[src/rtl/pipe_stage_reg_pkg.sv]
// Shared encodings, constants and helpers for the pipe_stage_reg register stage.
// Imported by both the slice register and the stage top.
package pipe_stage_reg_pkg;

  localparam logic STOP       = 1'b1;
  localparam logic NO_STOP    = 1'b0;
  localparam logic RST_ENABLE = 1'b1;

  localparam int CNT_W = 32;
  localparam logic [CNT_W-1:0] ZERO_WORD = '0;
  localparam logic [CNT_W-1:0] CNT_MAX   = '1;

  typedef enum logic [2:0] {
    ACT_RESET,
    ACT_FLUSH,
    ACT_BUBBLE,
    ACT_ADVANCE,
    ACT_HOLD
  } action_e;

  // Exactly one action per cycle; earlier tests take precedence.
  function automatic action_e decode_action(
    input logic rst_on,
    input logic flush_on,
    input logic stop_here,
    input logic stop_next
  );
    action_e act;
    if (rst_on)
      act = ACT_RESET;
    else if (flush_on)
      act = ACT_FLUSH;
    else if ((stop_here == STOP) && (stop_next == NO_STOP))
      act = ACT_BUBBLE;
    else if (stop_here == NO_STOP)
      act = ACT_ADVANCE;
    else
      act = ACT_HOLD;
    return act;
  endfunction

  function automatic logic [CNT_W-1:0] sat_inc(
    input logic [CNT_W-1:0] cnt,
    input logic             hit
  );
    logic [CNT_W-1:0] nxt;
    nxt = cnt;
    if (hit && (cnt != CNT_MAX))
      nxt = cnt + CNT_W'(1);
    return nxt;
  endfunction

  function automatic logic [2:0] count_valid(input logic [3:0] v);
    logic [2:0] n;
    n = 3'd0;
    for (int i = 0; i < 4; i++)
      n = n + {2'b00, v[i]};
    return n;
  endfunction

endpackage

[src/rtl/pipe_stage_reg_slice.sv]
// One valid+data register slice with clear/load/hold controls.
// Clear wins over load; an invalid slice always stores zero data.
module pipe_slice
  import pipe_stage_reg_pkg::*;
#(
  parameter int WIDTH = 32
) (
  input  logic             clk,
  input  logic             rst,
  input  logic             clear,
  input  logic             load,
  input  logic             in_valid,
  input  logic [WIDTH-1:0] in_data,
  output logic             out_valid,
  output logic [WIDTH-1:0] out_data
);

  logic             valid_d, valid_q;
  logic [WIDTH-1:0] data_d,  data_q;

  always_comb begin
    valid_d = valid_q;
    data_d  = data_q;
    if (clear) begin
      valid_d = 1'b0;
      data_d  = '0;
    end else if (load) begin
      valid_d = in_valid;
      data_d  = in_valid ? in_data : '0;
    end
  end

  always_ff @(posedge clk) begin
    if (rst == RST_ENABLE) begin
      valid_q <= 1'b0;
      data_q  <= '0;
    end else begin
      valid_q <= valid_d;
      data_q  <= data_d;
    end
  end

  assign out_valid = valid_q;
  assign out_data  = data_q;

endmodule

[src/rtl/pipe_stage_reg.sv]
// Stall/flush-aware pipeline register of DEPTH slices with occupancy and
// optional saturating event counters.
module pipe_stage_reg
  import pipe_stage_reg_pkg::*;
#(
  parameter int WIDTH   = 32,
  parameter int DEPTH   = 1,
  parameter int STALL_W = 6,
  parameter int STAGE   = 4,
  parameter int PERF    = 1
) (
  input  logic               clk,
  input  logic               rst,
  input  logic [STALL_W-1:0] stall,
  input  logic               flush,
  input  logic               in_valid,
  input  logic [WIDTH-1:0]   in_data,
  output logic               out_valid,
  output logic [WIDTH-1:0]   out_data,
  output logic [2:0]         occ,
  output logic [CNT_W-1:0]   bubble_cnt,
  output logic [CNT_W-1:0]   hold_cnt,
  output logic [CNT_W-1:0]   flush_cnt
);

  if ((DEPTH < 1) || (DEPTH > 4)) begin : g_bad_depth
    $error("pipe_stage_reg: DEPTH must be in 1..4");
  end
  if (STAGE > STALL_W - 2) begin : g_bad_stage
    $error("pipe_stage_reg: STAGE must be <= STALL_W-2");
  end

  action_e    action;
  logic       rst_on;
  logic       stop_here, stop_next;
  logic       slice_load, slice_clear;
  logic       head_valid;
  logic [WIDTH-1:0] head_data;
  logic       stall_unused;

  assign rst_on    = (rst == RST_ENABLE);
  assign stop_here = stall[STAGE];
  assign stop_next = stall[STAGE+1];
  // Only two stall bits matter to this stage; the rest are observed but ignored.
  assign stall_unused = ^stall;

  always_comb begin
    action = decode_action(rst_on, flush, stop_here, stop_next);
  end

  assign slice_clear = (action == ACT_RESET) || (action == ACT_FLUSH);
  assign slice_load  = (action == ACT_ADVANCE) || (action == ACT_BUBBLE);
  assign head_valid  = (action == ACT_ADVANCE) && in_valid;
  assign head_data   = head_valid ? in_data : '0;

  logic [DEPTH-1:0] slice_valid;
  logic [WIDTH-1:0] slice_data [DEPTH];

  for (genvar g = 0; g < DEPTH; g++) begin : g_slice
    logic             link_valid;
    logic [WIDTH-1:0] link_data;

    if (g == 0) begin : g_head
      assign link_valid = head_valid;
      assign link_data  = head_data;
    end else begin : g_chain
      assign link_valid = slice_valid[g-1];
      assign link_data  = slice_data[g-1];
    end

    pipe_slice #(
      .WIDTH (WIDTH)
    ) u_slice (
      .clk       (clk),
      .rst       (rst),
      .clear     (slice_clear),
      .load      (slice_load),
      .in_valid  (link_valid),
      .in_data   (link_data),
      .out_valid (slice_valid[g]),
      .out_data  (slice_data[g])
    );
  end

  assign out_valid = slice_valid[DEPTH-1];
  assign out_data  = slice_data[DEPTH-1];

  // Occupancy is computed from the slice valids as they will be after this edge.
  logic [DEPTH-1:0] valid_nx;
  logic [2:0]       occ_d, occ_q;

  always_comb begin
    valid_nx = slice_valid;
    if (slice_clear)
      valid_nx = '0;
    else if (slice_load)
      valid_nx = (slice_valid << 1) | DEPTH'(head_valid);
    occ_d = count_valid(4'(valid_nx));
  end

  always_ff @(posedge clk) begin
    if (rst_on)
      occ_q <= 3'd0;
    else
      occ_q <= occ_d;
  end

  assign occ = occ_q;

  if (PERF != 0) begin : g_perf
    logic [CNT_W-1:0] bubble_cnt_d, bubble_cnt_q;
    logic [CNT_W-1:0] hold_cnt_d,   hold_cnt_q;
    logic [CNT_W-1:0] flush_cnt_d,  flush_cnt_q;

    always_comb begin
      bubble_cnt_d = sat_inc(bubble_cnt_q, action == ACT_BUBBLE);
      hold_cnt_d   = sat_inc(hold_cnt_q,   action == ACT_HOLD);
      flush_cnt_d  = sat_inc(flush_cnt_q,  action == ACT_FLUSH);
    end

    always_ff @(posedge clk) begin
      if (rst_on) begin
        bubble_cnt_q <= ZERO_WORD;
        hold_cnt_q   <= ZERO_WORD;
        flush_cnt_q  <= ZERO_WORD;
      end else begin
        bubble_cnt_q <= bubble_cnt_d;
        hold_cnt_q   <= hold_cnt_d;
        flush_cnt_q  <= flush_cnt_d;
      end
    end

    assign bubble_cnt = bubble_cnt_q;
    assign hold_cnt   = hold_cnt_q;
    assign flush_cnt  = flush_cnt_q;
  end else begin : g_no_perf
    assign bubble_cnt = ZERO_WORD;
    assign hold_cnt   = ZERO_WORD;
    assign flush_cnt  = ZERO_WORD;
  end

endmodule

[config.mk]
export PLATFORM = sky130hd
export DESIGN_NAME = pipe_stage_reg
export DESIGN_NICKNAME = d
export VERILOG_FILES = /design/src/rtl/pipe_stage_reg_pkg.sv /design/src/rtl/pipe_stage_reg_slice.sv /design/src/rtl/pipe_stage_reg.sv
export SDC_FILE = /design/constraint.sdc
export NUM_CORES = 1
export LEC_CHECK = 0
export CORE_MARGIN = 4
export CORE_UTILIZATION = 43
export CTS_BUF_LIST = sky130_fd_sc_hd__clkbuf_16
export CTS_CLUSTER_DIAMETER = 40
export DETAILED_ROUTE_END_ITERATION = 6
export GPL_ROUTABILITY_DRIVEN = 0
export GPL_TIMING_DRIVEN = 0
export PLACE_DENSITY = 0.79
export SYNTH_ARGS = -nofsm -noshare
export SYNTH_HDL_FRONTEND = slang
export SYNTH_SLANG_ARGS = --single-unit
[constraint.sdc]
create_clock -name clk -period 2.7 [get_ports clk]
set_input_delay 0.81 -clock clk [delete_from_list [all_inputs] [get_ports clk]]
set_output_delay 0.81 -clock clk [all_outputs]
set_load 0.1 [all_outputs]
==> key figures, run 1 <==
Outcome
  • Status: complete, no violations

Logic synthesis
  • Synth area leaders: dfxtp_1 (43%), a22o_1 (4.7%), a21oi_1 (4.3%)
  • Number of flops mapped to enable cells by yosys: 0
  • Seq/Total Area, Yosys: between 40% and 50%
  • Mapped Cells: 678
  • Top-area cell type share of the netlist area: 43.3%
  • Commonest register cell after synthesis: dfxtp_1
  • Ys async rst share: 0%
  • Syn Std Cell Area: approximately 6000 um2
  • Yosys reg bits: between 100 and 150
  • Mean area per synthesized cell: about 8.8 um2
  • Cell variety after synth: 56
  • Top cell type by total area after synthesis: dfxtp_1
  • Synth warn: 0

Floorplan
  • Core footprint: 13400 um2
  • Row cnt: 42
  • Die ar.: 15800 um2
  • Die width: ~130 um
  • Starting Density: 44.5%
  • Die Y: ~130 um
  • Io pins: 174

Critical path
  • Crit path max-delay cell type: dlygate4sd2_1
  • Top delay family on crit path: buffers and inverters
  • Worst endpoint data arrival time: 1810 ps
  • Setup crit start kind: flop
  • Worst Path Buf+Inv: 1
  • Crit-path max cell delay: 940 ps
  • WS Path Type: flop to primary output
  • Worst-path cell chain: dlygate4sd2_1
  • Crit path max fanout: 7
  • Crit path capture type: primary output
  • Required @ worst endpoint: 1890 ps

Routing
  • Post-route ant nets: 0
  • Initial DRT Pass Iterations: 5
  • Initial DRC Count: 520
  • Final routed DRC violation total: 0
  • Via count: 6173
  • WL final: ~18000 um
  • Drt via density: 5.86
  • Wire per inst: roughly 17 um

Clock tree
  • Clk pin slew, worst setup/hold paths: 60 ps
  • CTS tree: built
  • TritonCTS Buffers: 17
  • Clk Latency, worst-skew pair: between 400 and 500 ps
  • Clock root cell: clkbuf_16
  • H-Tree Depth: 4
  • Clk sink count: 129
  • Clock buffer depth: 2

Layout
  • Fraction of layout instances using a drive strength above 1: 11.4%
  • Commonest non-fill, non-tap cells in the layout: dlygate4sd2_1 (130), dfxtp_1 (99), a21oi_1 (51)
  • FILL cells: ~1200
  • Area grow syn2layout: 40.3%
  • Post-layout nets: between 900 and 1000
  • Final core occ: 62.5%
  • Most common cell after layout, fill and taps aside: dlygate4sd2_1
  • ANT cells: 0

Power
  • Maximum VDD drop: ~0.43 mV
  • Int Pwr: 0.00337 W
  • Sw Share: 24.7%
  • Logic pwr share: 6.2%
  • Seq pwr share: 43.2%
  • Lkg Pwr: 3.41 nW
  • Pwr dens: 534 nW/um2
  • Clk pwr share: 50.6%
  • Sw Pwr: 0.00111 W

Timing
  • RSZ-0062 raised after global routing: no
  • F_max: about 380 MHz
  • Slew HR: 28.4%
  • # setup viols final: 0
  • Slew Viols, Final: 0
  • Worst-margin pin slew: 1080 ps
  • Worst setup slack after layout: between 80 and 90 ps
  • Final Cycle Share: approximately 97%
  • Fin. Hold Viols: 0
  • Clock Skews: 11.6 ps
  • Final min period: 2620 ps

Global routing
  • Initial antenna violation count: 0
  • First-pass GRT wire length: 29200 um
  • All-Layer GR Usage: 22.2%
  • Pin count of the biggest net entering global routing: 17
  • GRT Residual Overflow: 0
  • Met3 usage: under 10%
  • Vias in the first global route: 5775
  • Met1 Usage GRT: between 20% and 30%
  • Grt peak-use layer: met2
  • GRT met2 Usage: between 30% and 40%

Place
  • Hpwl dp: 13000 um
  • Port bufs: 165
  • Setup WS pre-CTS: -495 ps

Job
  • Max-Cap Viols: 0

Hold path
  • Hold WC Path Type: flop to flop
-- layer usage --
metal  vias to the layer above  wire, um
li1                       2948         -
met5                         -         0
met3                        28      1800
met4                         0       269
met2                       283      8330
met1                      2914      7700
-- stage by stage --
step	total power (W)	setup TNS (ps)	hold slack, ps	instances	instance area [um2]
6_report	0.00447	0	471	1053	8370
5_1_grt	0.00461	0	493	1053	8370
4_1_cts	0.00450	0	476	1053	8340
3_5_place_dp	0.00226	-21640	463	1020	7880
3_3_place_gp	0.00226	-20680	462	1020	7880
2_1_floorplan	0.00215	0	708	679	6010
-- synth_stat cells (all sizes together), types with 3 or more instances --
cell / number
nand3: 34
o21ai: 22
clkbuf: 42
nor2: 50
o31ai: 25
nor4: 16
and3: 12
inv: 7
a211oi: 5
a311oi: 3
or3: 22
o21a: 5
and4: 19
a21oi: 51
o31a: 5
xnor2: 21
mux2i: 5
and2: 5
dfxtp: 129
nand4: 35
or4: 27
or4b: 4
ha: 3
nor2b: 8
xor2: 5
buf: 7
nor3: 7
mux2: 7
a22o: 32
a31oi: 3
nand2: 41
-- sequential cells by signal (all words and copies together) (netlist names) --
register	flops
g_slice.u_slice.out_data	32
bubble_cnt	32
occ	1
hold_cnt	32
flush_cnt	32
-- power groups by stage --
stage / clock network (W) / logic [W] / registers (W)
floorplan: 0 / 0.0000781 / 0.00207
global placement: 0 / 0.000285 / 0.00197
detailed placement: 0 / 0.000287 / 0.00197
CTS: 0.00229 / 0.000280 / 0.00193
global route: 0.00238 / 0.000295 / 0.00193
finish: 0.00226 / 0.000279 / 0.00193
-- area by class of cell --
cell class | count | area [um2] | area share (%)
multi-input combinational | 494 | 3210 | 38.4
inverter | 7 | 26.3 | 0.314
clock buffer | 17 | 425 | 5.08
clock inverter | 15 | 158 | 1.88
sequential | 129 | 2620 | 31.3
timing repair buffer | 167 | 1510 | 18.0
tap | 176 | 220 | 2.63
buffer | 48 | 199 | 2.38
-- timing repair --
| item | CTS | global route |
|---|---|---|
| gates resized for setup | 137 | 10 |
| setup endpoints to repair | 154 | 36 |
| setup buffers | 1 | 1 |
| hold buffers | 0 | 0 |
| pin swaps | 1 | 2 |
-- worst register-to-register path: stages (launching register included) --
cell	delay [ps]
dfxtp_2	370
ha_1	180
and3_1	150
clkbuf_1	270
nand4_1	400
o31ai_4	460
buf_2	310
mux2i_1	220
nor2_1	50
-- logic make-up after synthesis --
group,count (synthesis),share of synthesized area (%)
compound gates,162,18.3
other cells,1,0.0629
xor+xnor,26,3.82
buf+inv,56,3.78
flops,129,43.3
mux,12,2.16
simple gates,289,28.0
fa+ha+maj,3,0.629
-- worst paths after layout --
check | from | cells after the start | endpoint | slack (ps)
worst min register to register | g_slice[0].u_slice.out_data[2]$_SDFFE_PP0P_ | 1 | g_slice[0].u_slice.out_data[2]$_SDFFE_PP0P_ | 470
worst max-delay path | flush_cnt[25]$_SDFFE_PP0P_ | 1 | flush_cnt[25] | 80
worst min-delay path | g_slice[0].u_slice.out_data[2]$_SDFFE_PP0P_ | 1 | g_slice[0].u_slice.out_data[2]$_SDFFE_PP0P_ | 470
worst max register to register | flush_cnt[0]$_SDFFE_PP0P_ | 8 | flush_cnt[1]$_SDFFE_PP0P_ | 150
No activity file was read; power rests on OpenSTA's default activity.
==> run 2, diff against run 1 <==
--- a/config.mk
+++ b/config.mk
@@ -9,10 +9,12 @@
 export CORE_UTILIZATION = 43
 export CTS_BUF_LIST = sky130_fd_sc_hd__clkbuf_16
 export CTS_CLUSTER_DIAMETER = 40
+export CTS_CLUSTER_SIZE = 24
 export DETAILED_ROUTE_END_ITERATION = 6
 export GPL_ROUTABILITY_DRIVEN = 0
 export GPL_TIMING_DRIVEN = 0
 export PLACE_DENSITY = 0.79
+export SLEW_MARGIN = 25
 export SYNTH_ARGS = -nofsm -noshare
 export SYNTH_HDL_FRONTEND = slang
 export SYNTH_SLANG_ARGS = --single-unit
==> run 2 against run 1 <==
  * Register-to-register slack improved by 30 ps
  * First-iteration DRC count is 10% higher
  * Sequential power barely moved
  * Via count shrank 0.42%
  * Clock power fell by 7%
==> key figures, run 2 (synthesis gave the netlist of run 1 again) <==
Job
  • Max-Cap Viols: 0

Critical path
  • Worst endpoint data arrival time: ~1800 ps
  • Worst-path cell chain: dlygate4sd2_1
  • Crit-path max cell delay: 930 ps
  • Crit path max-delay cell type: dlygate4sd2_1
  • Setup crit start kind: flop
  • Worst Path Buf+Inv: 1
  • Crit path max fanout: 7
  • Required @ worst endpoint: 1890 ps
  • WS Path Type: flop to primary output
  • Top delay family on crit path: buffers and inverters
  • Crit path capture type: primary output

Global routing
  • Vias in the first global route: 5853
  • GRT Residual Overflow: 0
  • All-Layer GR Usage: 22.5%
  • First-pass GRT wire length: 29400 um
  • Initial antenna violation count: 0
  • Pin count of the biggest net entering global routing: 17

Timing
  • Slew HR: 29.8%
  • Setup_tns: 0 ps
  • Clock Skews: 6.89 ps
  • Fin. Hold Viols: 0
  • Worst setup slack after layout: 97.8 ps
  • Final min period: around 2600 ps
  • Slew Viols, Final: 0
  • Worst-margin pin slew: 1060 ps
  • F_max: a little under 400 MHz
  • RSZ-0062 raised after global routing: no
  • Final Cycle Share: 96.4%
  • # setup viols final: 0

Layout
  • Area grow syn2layout: 39.3%
  • Seq. cell area: 2620 um2
  • FILL cells: 1223
  • Fraction of layout instances using a drive strength above 1: roughly a tenth
  • ANT cells: 0
  • Final Non-Filler Cells: 1052
  • Most common cell after layout, fill and taps aside: dlygate4sd2_1
  • Post-layout nets: 909
  • Commonest non-fill, non-tap cells in the layout: dlygate4sd2_1 (130), dfxtp_1 (99), a21oi_1 (51)
  • Area of the multi-input gates: approximately 3200 um2

Clock tree
  • Clk sink count: 129
  • CTS tree: built
  • Clock buffer depth: 2
  • Clk pin slew, worst setup/hold paths: 50 ps
  • H-Tree Depth: 4
  • Clock root cell: clkbuf_16
  • TritonCTS Buffers: 17
  • Clk Latency, worst-skew pair: 420 ps

Power
  • Lkg Pwr: 3.40 nW
  • Pwr dens: 520 nW/um2
  • Maximum VDD drop: 0.445 mV

Floorplan
  • Row cnt: 42
  • Starting Density: ~45%
  • Core footprint: 13400 um2
  • Die width: roughly 130 um
  • Die Y: 126 um
  • Io pins: 174
  • Die ar.: between 15000 and 20000 um2

Routing
  • Via count: roughly 6100
  • WL final: around 18000 um
  • Initial DRC Count: 574
  • Initial DRT Pass Iterations: 5
  • Final routed DRC violation total: 0
  • Wire per inst: 17.3 um
  • Post-route ant nets: 0
  • Drt via density: 5.84

Hold path
  • Hold WC Path Type: flop to flop

Place
  • Setup WS pre-CTS: -496 ps
  • Port bufs: roughly 170
  • Cell Count Post-Placement: 1020
  • Hpwl dp: 13000 um

Outcome
  • Status: complete, no violations
-- run 2: changes by cell type in the layout (fill, tap and decap cells not counted), moves of 3 or more --
cell	before	now
inv_6	4	0
inv_1	7	11
clkinv_1	1	5
clkinv_4	3	0
clkinvlp_4	3	0
-- run 2: worst paths after layout --
check,end,from,slack (ps),cells after the start
max,flush_cnt[25],flush_cnt[25]$_SDFFE_PP0P_,100,1
min,g_slice[0].u_slice.out_data[2]$_SDFFE_PP0P_,g_slice[0].u_slice.out_data[2]$_SDFFE_PP0P_,470,1
max reg2reg,flush_cnt[1]$_SDFFE_PP0P_,flush_cnt[0]$_SDFFE_PP0P_,180,8
min reg2reg,g_slice[0].u_slice.out_data[2]$_SDFFE_PP0P_,g_slice[0].u_slice.out_data[2]$_SDFFE_PP0P_,470,1
-- run 2: power by group --
| part | switching [W] | leakage, nW | internal (W) |
|---|---|---|---|
| Combinational | 0.000196 | 2.06 | 0.0000820 |
| Clock | 0.000796 | 0.279 | 0.00131 |
| Sequential | 0.0000120 | 1.06 | 0.00192 |
| Total | 0.00100 | 3.40 | 0.00332 |
-- run 2: area by class of cell --
class	instances	share of cell area (%)
multi-input combinational	494	38.6
sequential	129	31.5
timing repair buffer	167	18.1
clock buffer	17	5.12
tap	176	2.65
buffer	48	2.39
clock inverter	14	1.31
inverter	7	0.316
-- run 2: layer usage --
layer / track usage (%) / vias to the layer above / share of wire [%]
met3: 8.34 / 38 / 11
met1: 28.1 / 2856 / 42
met2: 35.3 / 292 / 45
met5: 0 / - / 0
met4: 9.09 / 0 / 2.4
li1: - / 2961 / -
-- run 2: stage by stage --
step / area (um2) / utilization, % / hold WS (ps) / power [W]
after floorplan: 6010 / - / 708 / 0.00215
after global placement: 7880 / 58.8 / 462 / 0.00226
after detailed placement: 7870 / 58.7 / 463 / 0.00226
after CTS: 8290 / 61.8 / 475 / 0.00435
after global routing: 8310 / 62.0 / 491 / 0.00444
final: 8310 / 62.0 / 468 / 0.00432
-- run 2: what timing repair did --
action / in CTS / in global routing
pin swaps: 1 / 1
hold buffers: 0 / 0
gates resized for setup: 137 / 7
setup buffers: 1 / 1
hold endpoints to repair: 0 / 0
endpoints found under the setup margin: 149 / 33
